## src/rtl/mem_arb_pkg.sv

```systemverilog
// Shared types and constants for the two-requester memory port arbiter.
// Holds the FSM state encoding, grant ids and the word-alignment check.
package mem_arb_pkg;

  typedef enum logic [1:0] {
    IDLE   = 2'd0,
    ACCESS = 2'd1,
    RESP   = 2'd2
  } state_t;

  localparam logic GNT_I = 1'b0;
  localparam logic GNT_D = 1'b1;

  // Low address bits that must be zero for a word access.
  localparam logic [1:0] ALIGN_MASK = 2'b11;

  function automatic logic is_misaligned(input logic [1:0] low_bits,
                                         input logic       check_en);
    return check_en & ((low_bits & ALIGN_MASK) != 2'b00);
  endfunction

endpackage

```

## src/rtl/rr_pick2.sv

```systemverilog
// Combinational two-way picker shared by IDLE and RESP arbitration.
// One requester can be excluded (the one just acknowledged in RESP).
module rr_pick2
  import mem_arb_pkg::*;
(
  input  logic req_i,
  input  logic req_d,
  input  logic last_grant,
  input  logic fixed_prio,
  input  logic exclude_valid,
  input  logic exclude_id,
  output logic valid,
  output logic grant_id
);

  logic cand_i;
  logic cand_d;

  // NOTE: every output gets a default before any branch so no latch is inferred.
  always_comb begin
    cand_i   = req_i & ~(exclude_valid & (exclude_id == GNT_I));
    cand_d   = req_d & ~(exclude_valid & (exclude_id == GNT_D));
    valid    = cand_i | cand_d;
    grant_id = GNT_I;
    if (cand_i && cand_d) begin
      grant_id = fixed_prio ? GNT_D : ~last_grant;
    end else if (cand_d) begin
      grant_id = GNT_D;
    end
  end

endmodule

```

## src/rtl/mem_port_arbiter.sv

```systemverilog
// Serialises instruction-fetch and load/store accesses onto one memory port.
// IDLE -> ACCESS -> RESP, with a back-to-back grant to the other side in RESP.
module mem_port_arbiter
  import mem_arb_pkg::*;
#(
  parameter int ADDR_W      = 32,
  parameter int DATA_W      = 32,
  parameter int FIXED_PRIO  = 0,
  parameter int CHECK_ALIGN = 1
) (
  input  logic              CLK,
  input  logic              RST,
  input  logic              I_REQ,
  input  logic [ADDR_W-1:0] I_ADDR,
  output logic              I_ACK,
  input  logic              D_REQ,
  input  logic              D_WE,
  input  logic [ADDR_W-1:0] D_ADDR,
  input  logic [DATA_W-1:0] D_WDATA,
  output logic              D_ACK,
  output logic [DATA_W-1:0] RDATA,
  output logic              ERR,
  output logic [ADDR_W-1:0] MEM_A,
  output logic              MEM_WE,
  output logic [DATA_W-1:0] MEM_WD,
  input  logic [DATA_W-1:0] MEM_RD,
  output logic              BUSY
);

  state_t state;
  state_t state_next;

  logic              grant_q;
  logic              last_grant;
  logic [ADDR_W-1:0] addr_q;
  logic              we_q;
  logic [DATA_W-1:0] wdata_q;
  logic              mis_q;
  logic [DATA_W-1:0] rdata_q;
  logic              err_q;

  logic              pick_valid;
  logic              pick_id;
  logic              load_en;
  logic [ADDR_W-1:0] sel_addr;

  rr_pick2 u_pick (
    .req_i         (I_REQ),
    .req_d         (D_REQ),
    .last_grant    (last_grant),
    .fixed_prio    (FIXED_PRIO != 0),
    .exclude_valid (state == RESP),
    .exclude_id    (grant_q),
    .valid         (pick_valid),
    .grant_id      (pick_id)
  );

  assign sel_addr = (pick_id == GNT_D) ? D_ADDR : I_ADDR;

  always_comb begin
    state_next = state;
    load_en    = 1'b0;
    unique case (state)
      IDLE: begin
        if (pick_valid) begin
          load_en    = 1'b1;
          state_next = ACCESS;
        end
      end
      ACCESS: state_next = RESP;
      RESP: begin
        if (pick_valid) begin
          load_en    = 1'b1;
          state_next = ACCESS;
        end else begin
          state_next = IDLE;
        end
      end
      default: state_next = IDLE;
    endcase
  end

  // NOTE: sequential state uses non-blocking assignments so every flop samples pre-edge values.
  always_ff @(posedge CLK) begin
    if (RST) begin
      state <= IDLE;
    end else begin
      state <= state_next;
    end
  end

  always_ff @(posedge CLK) begin
    if (RST) begin
      grant_q    <= GNT_I;
      last_grant <= GNT_D;
      addr_q     <= '0;
      we_q       <= 1'b0;
      wdata_q    <= '0;
      mis_q      <= 1'b0;
      rdata_q    <= '0;
      err_q      <= 1'b0;
    end else begin
      if (load_en) begin
        grant_q    <= pick_id;
        last_grant <= pick_id;
        addr_q     <= sel_addr;
        we_q       <= (pick_id == GNT_D) & D_WE;
        wdata_q    <= (pick_id == GNT_D) ? D_WDATA : '0;
        mis_q      <= is_misaligned(sel_addr[1:0], CHECK_ALIGN != 0);
      end
      if (state == ACCESS) begin
        // Stores and misaligned accesses return zero rather than stale memory data.
        rdata_q <= (we_q | mis_q) ? '0 : MEM_RD;
        err_q   <= mis_q;
      end
    end
  end

  // Reset gates the write strobe and ACKs combinationally so an in-flight access is dropped.
  assign MEM_WE = (state == ACCESS) & ~RST & ~mis_q & we_q;
  assign I_ACK  = (state == RESP) & ~RST & (grant_q == GNT_I);
  assign D_ACK  = (state == RESP) & ~RST & (grant_q == GNT_D);
  assign MEM_A  = addr_q;
  assign MEM_WD = wdata_q;
  assign RDATA  = rdata_q;
  assign ERR    = err_q;
  assign BUSY   = (state != IDLE);

endmodule

```

## config.mk

```make
export PLATFORM = sky130hd
export DESIGN_NAME = mem_port_arbiter
export DESIGN_NICKNAME = d
export VERILOG_FILES = /design/src/rtl/mem_arb_pkg.sv /design/src/rtl/rr_pick2.sv /design/src/rtl/mem_port_arbiter.sv
export SDC_FILE = /design/constraint.sdc
export NUM_CORES = 1
export LEC_CHECK = 0
export ABC_AREA = 0
export CORE_ASPECT_RATIO = 1.1
export CORE_UTILIZATION = 30
export DETAILED_ROUTE_END_ITERATION = 7
export MAX_ROUTING_LAYER = met4
export PLACE_DENSITY_LB_ADDON = 0.25
export SLEW_MARGIN = 10
export SYNTH_ARGS = -nofsm -noshare
export SYNTH_HDL_FRONTEND = slang
export SYNTH_SLANG_ARGS = --single-unit
```

## constraint.sdc

```tcl
create_clock -name CLK -period 3.45 [get_ports CLK]
set_input_delay 0.5175 -clock CLK [delete_from_list [all_inputs] [get_ports CLK]]
set_output_delay 0.5175 -clock CLK [all_outputs]
set_load 0.01 [all_outputs]
```

==> summary.md, run 1 <==
| Metric | Value |
|---|---|
| Status | completed |
| Critical path's top delay family | buffers and inverters |
| Worst EP arrival | 2.08 ns |
| Finished Core Util | 53.8% |
| Cells after Synth | 435 |
| DRT Pass-1 Iters | 5 |
| Gr ovfl total | 0 |
| Crit path buf inv count | 2 |
| Net Sw Frac | 25.3% |
| Vias in the first global route | 3,963 |
| Die Span Y | 121 um |
| Sequential power share | 42.8% |
| Dpl ws | 0.727 ns |
| Achievable Freq | 384 MHz |
| CP max stage cell | clkdlybuf4s50_1 |
| Total GRT Usage | 19.5% |
| Worst reg-to-reg path cell count | 5 |
| Levels on crit path | 4 |
| Final period util | 75.4% |
| Clock power share | 35.0% |
| Worst setup margin | 0.848 ns |
| Slew @ Worst Pin | 1.22 ns |
| CTS Hold Bufs | 0 |
| Internal | 2.34 mW |
| Fillers | 1,126 |
| DRC | 0 |
| Slew Viols, Final | 0 |
| Num rows | 42 |
| WL per Instance | 16.3 um |
| Final Setup Violations | 0 |
| Routed wire length | 13,000 um |
| Initial antenna violation count | 0 |
| Mapped Area | 3840 um2 |
| Multi-input logic area | 1620 um2 |
| Reg2reg start | state[0]$_SDFFE_PP0P_ |
| Critical-path maximum fanout | 36 |
| Die area | 13,300 um2 |
| Ys async rst share | 0% |
| Layout cells sized above 1 | 4.33% |
| Gate power share | 22.2% |
| HPWL after DPL | 9020 um |
| Core Area | 12,200 um2 |
| Syn Area/Cell | 8.83 um2 |
| Post-synth EDFFs | 0 |
| Net count reported at finish | 777 |
| Clock sink count | 103 |
| Largest net degree at the start of global routing | 78 |
| Top Ports | 234 |
| Max-cap check violation count | 0 |
| RR Endpoint | RDATA[10]$_SDFFE_PP0N_ |
| Main flop type after synthesis | dfxtp_1 |
| Unique masters post-synth | 29 |
| Critical Path Source | state[0]$_SDFFE_PP0P_ |
| Via-per-instance ratio | 5.02 |
| CP Data Required Time | 2.93 ns |
| Clock Skew | 0.00735 ns |
| Worst-case clock buffer depth | 2 |
| IO Port Bufs | 233 |
| Setup Crit Path Kind | flop to output pin |
| PostCTS Resize Cnt | 0 |
| #FFs+latches synth | 103 |
| Worst skew pair latency | 0.34 ns |
| Cts bufs inserted | 9 |
| HP Class | flop to flop |
| Routed Antenna Nets | 0 |
| First-pass GRT wire length | 19,500 um |
| Crit path launch type | flop |
| Final Hold Viols | 0 |
| Synth Warn # | 0 |
| Critical-path cell list | nand2b_1, buf_4, nor4b_1, clkdlybuf4s50_1 |
| GP Congestion | 0.767 |
| Setup TNS | 0 ns |
| Storage element area | 2060 um2 |
| Seq/Total Area, Yosys | 53.7% |
| RSZ-0062 raised after global routing | false |
| Top cells by area, synth | dfxtp_1 (54%), a22oi_1 (13%), nor2_1 (10%) |
| CP max stage delay | 0.62 ns |
| Antenna cells | 0 |
| VDD IR max | 303 uV |
| H-tree Lvls | 3 |
| Reg clk slew, reported paths | 0.06 ns |
| Reg2reg setup slack | 1.24 ns |
| Post-CTS Setup Inserts | 0 |
| Area delta synth->final | 71.5% |
| PD cells | 475 nW/um2 |
| Switching pwr | 0.791 mW |
| Crit path time final | 2.60 ns |
| Synth cell count leaders | dfxtp_1 (103), nor2_1 (103), a22oi_1 (65) |
| Yosys top cell by area | dfxtp_1 |
| Max-slew headroom | 18.2% |
| Worst Setup EP | MEM_WE |
| CTS tree | done |
| Die width | 110 um |
| Vias | 4,025 |
| Synth top area share | 53.7% |
| Syn nets | 568 |
| CP endpoint kind | output pin |
| Initial core utilization | 31.4% |
| CTS Root Buffer Type | clkbuf_16 |
| P_leak | 2.46 nW |
| Iteration-0 DRC Markers | 286 |
sequential cells by signal, summed over array words and instances, names as in the netlist:
register	cells
MEM_A	32
MEM_WD	32
RDATA	32
state	2
ERR	1
grant_q	1
last_grant	1
mis_q	1
we_q	1
worst min-delay path by stage:
stage,startpoint,to,slack (ns),cells after the start
CTS,last_grant$_SDFFE_PP1P_,last_grant$_SDFFE_PP1P_,0.47,1
global placement,last_grant$_SDFFE_PP1P_,last_grant$_SDFFE_PP1P_,0.45,1
global route,last_grant$_SDFFE_PP1P_,last_grant$_SDFFE_PP1P_,0.49,1
detailed placement,last_grant$_SDFFE_PP1P_,last_grant$_SDFFE_PP1P_,0.46,1
finish,last_grant$_SDFFE_PP1P_,last_grant$_SDFFE_PP1P_,0.47,1
floorplan,last_grant$_SDFFE_PP1P_,last_grant$_SDFFE_PP1P_,0.44,1
stage by stage:
step | hold slack, ns | instance area (um2) | total power, mW | cells
floorplan | 0.436 | 3840 | 1.66 | 435
global placement | 0.453 | 6260 | 2.04 | 787
global route | 0.485 | 6590 | 3.28 | 801
detailed placement | 0.459 | 6260 | 2.06 | 787
CTS | 0.474 | 6580 | 3.17 | 801
finish | 0.472 | 6590 | 3.13 | 801
cell usage in the layout, fill, tap and decap left out:
master,synthesis,routed
nor4b_1,1,1
o211a_1,1,1
a311o_2,0,1
bufinv_16,0,2
a22oi_1,65,65
o211ai_2,1,1
clkbuf_16,0,9
nor3b_1,1,1
buf_12,0,1
a211o_1,1,1
a21oi_1,33,33
a311oi_4,0,1
o41ai_2,1,1
nor3_4,0,1
a31oi_1,1,1
o21ai_0,1,1
nor2b_1,1,1
clkbuf_8,0,2
mux2i_1,1,1
inv_1,1,1
nand2_1,35,35
buf_4,0,6
clkinvlp_4,0,1
nor3_1,2,2
nor2_1,103,103
dfxtp_1,103,103
clkdlybuf4s50_1,0,232
nand2b_1,3,3
or2_2,1,1
a211oi_1,32,32
nand3b_1,2,2
o2111a_2,0,1
layout make-up:
type	count	share of cell area, %
multi-input combinational	290	24.6
tap	154	2.93
clock inverter	3	1.03
sequential	103	31.3
inverter	1	0.0570
clock buffer	11	3.84
timing repair buffer	239	36.3
power by group through the flow:
stage / Combinational, mW / Sequential, mW / Clock (mW)
after floorplan: 0.265 / 1.40 / 0
after global placement: 0.685 / 1.36 / 0
after detailed placement: 0.699 / 1.36 / 0
after CTS: 0.702 / 1.34 / 1.13
after global routing: 0.757 / 1.35 / 1.17
final: 0.695 / 1.34 / 1.09
cells by family (layout without fill, tap and decap cells):
group	Yosys count	count (layout)	synth area share (%)
and+or+nand+nor	150	150	15.6
DFF	103	103	53.7
AOI/OAI and AO/OA	139	139	25.7
muxes	1	1	0.261
buffers and inverters	42	254	4.66
per-layer routing:
metal	wire, um	track usage [%]	vias up	share of wire [%]
met4	200	7.17	0	1.5
met3	1130	4.80	15	8.7
li1	-	-	1948	-
met2	6410	32.4	165	49
met1	5290	22.6	1897	41
met5	0	-	-	0
Power figures use the tool's default switching activity.
==> inputs of run 2 (changes only) <==
Clock period 3.45 ns to 2.3 ns, I/O delays scaled along.
==> run 2 against run 1 <==
Compared with the run above: cell area is 0.38% higher; critical path depth is 1 lower; power is 44% higher; largest cell class unchanged.
==> summary.md, run 2 (synthesized netlist as in run 1, its figures left out) <==
| Metric | Value |
|---|---|
| Critical Path Source | state[1]$_SDFFE_PP0P_ |
| Final Hold Viols | 0 |
| Worst EP arrival | 1.82 ns |
| Die area | 13,300 um2 |
| Reg2reg setup slack | 0.54 ns |
| Crit path launch type | flop |
| Total GRT Usage | 19.1% |
| Largest net degree at the start of global routing | 64 |
| Initial core utilization | 31.4% |
| Routed wire length | 12,700 um |
| RSZ-0062 raised after global routing | false |
| Final Setup Violations | 0 |
| Worst reg-to-reg path cell count | 5 |
| Critical-path cell list | nand2b_1, nor3b_1, clkdlybuf4s50_1 |
| Gate power share | 23.6% |
| Die width | 110 um |
| Slew Viols, Final | 0 |
| VDD IR max | 313 uV |
| Slew @ Worst Pin | 0.679 ns |
| Clock power share | 32.1% |
| CP max stage cell | clkdlybuf4s50_1 |
| Clock sink count | 103 |
| Power Total | 4.52 mW |
| Routed Antenna Nets | 0 |
| Clock Skew | 0.00889 ns |
| CP endpoint kind | output pin |
| Vias in the first global route | 3,994 |
| HP Class | input port to flop |
| Via-per-instance ratio | 5.00 |
| Achievable Freq | 462 MHz |
| WL per Instance | 15.7 um |
| CP Data Required Time | 1.96 ns |
| Setup Crit Path Kind | flop to output pin |
| Crit path time final | 2.17 ns |
| First-pass GRT wire length | 19,200 um |
| Cts bufs inserted | 9 |
| Status | completed |
| Reg2reg start | state[1]$_SDFFE_PP0P_ |
| HPWL after DPL | 8950 um |
| DRT Pass-1 Iters | 6 |
| Final period util | 94.2% |
| Initial antenna violation count | 0 |
| GP Congestion | 0.738 |
| Critical-path maximum fanout | 9 |
| Num rows | 42 |
| Internal | 3.31 mW |
| Core Area | 12,200 um2 |
| CTS Root Buffer Type | clkbuf_16 |
| Setup TNS | 0 ns |
| H-tree Lvls | 3 |
| Max-slew headroom | 54.7% |
| Switching pwr | 1.20 mW |
| DRC | 0 |
| Most frequent cells in the layout | clkdlybuf4s50_1 (232), dfxtp_1 (103), nor2_1 (103) |
| PD cells | 683 nW/um2 |
| Max-cap check violation count | 0 |
| Sequential power share | 44.4% |
| CTS tree | done |
| Most common cell after layout, fill and taps aside | clkdlybuf4s50_1 |
| CTS Hold Bufs | 0 |
| Worst Setup EP | D_ACK |
| CP max stage delay | 0.59 ns |
| Antenna cells | 0 |
| Layout cells sized above 1 | 5.20% |
| Net Sw Frac | 26.7% |
| Worst-case clock buffer depth | 2 |
| Die Span Y | 121 um |
| Post-CTS Setup Inserts | 0 |
| RR Endpoint | MEM_A[12]$_SDFFE_PP0P_ |
| Top Ports | 234 |
| Vias | 4,042 |
| IO Port Bufs | 233 |
| Area delta synth->final | 72.1% |
| PostCTS Resize Cnt | 0 |
| Net count reported at finish | 782 |
| Worst skew pair latency | 0.34 ns |
| Iteration-0 DRC Markers | 209 |
| Reg clk slew, reported paths | 0.07 ns |
| P_leak | 2.48 nW |
| Gr ovfl total | 0 |
## run 2: cell count changes in the layout (fill, tap and decap cells not counted), sizes merged
| cell | previous run | this run |
|---|---|---|
| bufinv | 2 | 0 |
| buf | 7 | 12 |
| clkinv | 0 | 3 |
| inv | 1 | 2 |
## run 2: final cells by class
class                   instances  area (um2)
clock inverters                 5        31.3
clock buffers                  11         253
well taps                     154         193
multi-input cells             290        1620
inverters                       1        3.75
repair buffers                244        2450
flip-flops and latches        103        2060
fillers                      1114        5630
## run 2: worst min path at each step
stage	startpoint	to	slack [ns]	cells past startpoint
final	RST	MEM_WD[16]$_SDFFE_PP0P_	0.38	2
after floorplan	last_grant$_SDFFE_PP1P_	last_grant$_SDFFE_PP1P_	0.44	1
after global routing	RST	MEM_WD[16]$_SDFFE_PP0P_	0.39	2
after detailed placement	last_grant$_SDFFE_PP1P_	last_grant$_SDFFE_PP1P_	0.45	1
after CTS	RST	MEM_WD[16]$_SDFFE_PP0P_	0.37	2
after global placement	last_grant$_SDFFE_PP1P_	last_grant$_SDFFE_PP1P_	0.45	1
## run 2: worst max-delay path: cells and delay by family (launching register included)
family                 cells  cell delay (ns)
buffers and inverters      1             0.59
DFF                        1             0.49
and+or+nand+nor            2             0.40
## run 2: routing by layer
metal / up-vias / GRT usage (%) / share of wire [%]
met5: - / - / 0
met4: 0 / 9.25 / 2.2
met3: 21 / 3.07 / 7.5
met2: 165 / 31.7 / 49
met1: 1897 / 22.1 / 42
li1: 1959 / - / -
## run 2: power by group through the flow
stage	logic, mW	clock network [mW]	registers, mW
finish	1.06	1.45	2.00
global route	1.15	1.56	2.02
CTS	1.07	1.49	2.00
detailed placement	1.07	0	2.04
global placement	1.05	0	2.04
floorplan	0.398	0	2.09
## run 2: per-stage QoR
step | worst slack [ns] | hold WS, ns | cell area, um2 | utilization (%) | std cells
2_1_floorplan | 0.527 | 0.436 | 3840 | - | 435
6_report | 0.134 | 0.381 | 6610 | 54.0 | 808
5_1_grt | 0.0499 | 0.387 | 6610 | 54.0 | 808
3_3_place_gp | 0.189 | 0.449 | 6330 | 51.7 | 792
3_5_place_dp | 0.131 | 0.450 | 6330 | 51.7 | 792
4_1_cts | 0.107 | 0.371 | 6610 | 54.0 | 808
==> RTL edit: new RTL, config.mk and constraints of run 1 <==
The parameter `ADDR_W` goes from 32 to 24.
--- a/src/rtl/mem_port_arbiter.sv
+++ b/src/rtl/mem_port_arbiter.sv
@@ -3,7 +3,7 @@
 module mem_port_arbiter
   import mem_arb_pkg::*;
 #(
-  parameter int ADDR_W      = 32,
+  parameter int ADDR_W      = 24,
   parameter int DATA_W      = 32,
   parameter int FIXED_PRIO  = 0,
   parameter int CHECK_ALIGN = 1
Interface: changed (resized D_ADDR, I_ADDR and MEM_A); port bits go from 234 to 210. The function was not compared with the original's and may differ.
==> RTL edit against run 1 <==
  * Final area decreased by 9.6%
  * Total power decreased by 11%
  * Area after synthesis decreased by 8.9%
  * Via count decreased by 12%
  * Synthesized cell count decreased by 10%
  * Routed wire length decreased by 17%
  * Count of clock-buffer cells in the layout decreased by 1
  * First-iteration DRC count decreased by 28%
  * Sequential power decreased by 8%
  * Sequential share of layout area increased by 0.63 points
  * Setup slack improved by 0.23 ns
  * Sequential cell count decreased by 8
  * Critical endpoint is now MEM_A[20]$_SDFFE_PP0P_
==> RTL edit: results (changes against run 1) <==
[outcome]
status=finished clean  ; unchanged

[pwr]
power.leakage_uw=0.00220  ; was 0.00246 uW
ir_drop_v=0.000219  ; was 0.000303 V

[grt]
grt_pass1_wl_mm=16.5  ; was 19.5 mm
grt_pass1_vias=3308  ; was 3963
grt_start_max_net_pins=65  ; was 78
antenna_found_initial=0  ; unchanged
grt.total_usage=0.178  ; was 0.195

[timing]
fin_skew_ns=0.00843  ; was 0.00735 ns
slew_headroom=0.206  ; was 0.182
final_max_slew_viol_count=0  ; unchanged

[place]
detailed_place_hpwl_mm=7.38  ; was 9.02 mm
portBuffers=209  ; was 233
gp_congestion=0.806  ; was 0.767
place_ws_ns=0.711  ; was 0.727 ns

[drt]
routed_via_density=4.84  ; was 5.02
wl_met1_mm=4.79  ; was 5.29 mm
first_iter_violations=205  ; was 286
top_layer=met4  ; unchanged
drt_first_pass_iters=4  ; was 5
routedWlPerCell_um=14.8  ; was 16.3 um
routed-wl-met2_mm=5.10  ; was 6.41 mm
dr_wl_met3_um=796  ; was 1.13 mm

[synthesis]
synthTopCellsByCount=dfxtp_1 (95), nor2_1 (95), a22oi_1 (65)  ; was dfxtp_1 (103), nor2_1 (103), a22oi_1 (65)
synth.distinct_cells=31  ; was 29
synth_area_leaders=dfxtp_1 (54%), a22oi_1 (14%), nor2_1 (10%)  ; was dfxtp_1 (54%), a22oi_1 (13%), nor2_1 (10%)
ys_seq_area_frac=0.544  ; was 0.537
synthFlopType=dfxtp_1  ; unchanged
synth_edf_count=0  ; unchanged
synth_nets=507  ; was 568
synthArstFlopShare=0  ; unchanged

[cts]
cts_buffer_depth=2  ; unchanged
clock_latency_ns=0.33
path_clk_slew_ns=0.07
cts_buffers=9  ; unchanged
h-tree-depth=3  ; unchanged
cts_resized=0  ; unchanged

[final_layout]
area_growth_syn_to_layout_pct=70.2  ; was 71.5%
fill_cells=1072  ; was 1126
drive_gt1_frac=0.0497  ; was 0.0433
antenna_cells_inserted=0  ; unchanged
nets=696  ; was 777

[worst_setup_path]
cp_max_fo=62  ; was 36
crit_required_ns=3.70  ; was 2.93 ns

RTL edit: changes by cell type after synthesis, moves of 2 or more:
cell	change
nand2_1	-8
buf_4	+2
buf_2	-4
a211oi_1	-8
a21oi_1	-8
dfxtp_1	-8
clkbuf_1	-3
nor2_1	-8
RTL edit: path summary, 6_finish.rpt:
path	from	endpoint	slack, ns	cells after the start
worst min-delay path	last_grant$_SDFFE_PP1P_	last_grant$_SDFFE_PP1P_	0.46	1
worst max-delay path	D_REQ	MEM_A[20]$_SDFFE_PP0P_	1.08	5
worst min register to register	last_grant$_SDFFE_PP1P_	last_grant$_SDFFE_PP1P_	0.46	1
worst max register to register	grant_q$_SDFFE_PP0P_	MEM_A[20]$_SDFFE_PP0P_	1.33	4
RTL edit: where the power goes:
group	switching [uW]	leakage, uW	internal (uW)
Sequential	46.7	0.000779	1180
Combinational	265	0.00128	335
Clock	433	0.000140	519
Total	744	0.00220	2030
RTL edit: cell families after synthesis:
family	count (synthesis)	synth area share
AOI/OAI and AO/OA	123	0.252
DFF	95	0.544
buffers and inverters	37	0.0465
muxes	1	0.00286
and+or+nand+nor	134	0.155
RTL edit: worst max-delay path: stages:
cell and delay [ns]:
clkdlybuf4s50_1 0.51, nand2b_1 0.18, a311o_2 1.01, a21oi_1 0.12
a211oi_1 0.28
RTL edit: per-layer routing:
layer	up-vias	track usage
met4	0	0.0657
met3	11	0.0459
li1	1757	-
met1	1645	0.218
met5	-	-
met2	142	0.282
RTL edit: stage by stage:
step / area [sq um] / utilization / cells / hold slack [ns] / total power [uW]
after CTS: 5950 / 0.520 / 734 / 0.468 / 2820
after global placement: 5660 / 0.495 / 718 / 0.450 / 1840
after detailed placement: 5660 / 0.495 / 718 / 0.452 / 1850
final: 5950 / 0.520 / 734 / 0.465 / 2780
after global routing: 5950 / 0.520 / 734 / 0.499 / 2930
after floorplan: 3500 / - / 390 / 0.436 / 1510
RTL edit: final cells by class:
| cell class | instances | area (sq um) | area share |
|---|---|---|---|
| clock inverter | 6 | 51.3 | 0.00862 |
| inverter | 1 | 3.75 | 0.000631 |
| sequential | 95 | 1900 | 0.319 |
| multi-input combinational | 258 | 1440 | 0.242 |
| clock buffer | 10 | 239 | 0.0401 |
| tap | 150 | 188 | 0.0315 |
| timing repair buffer | 214 | 2130 | 0.357 |
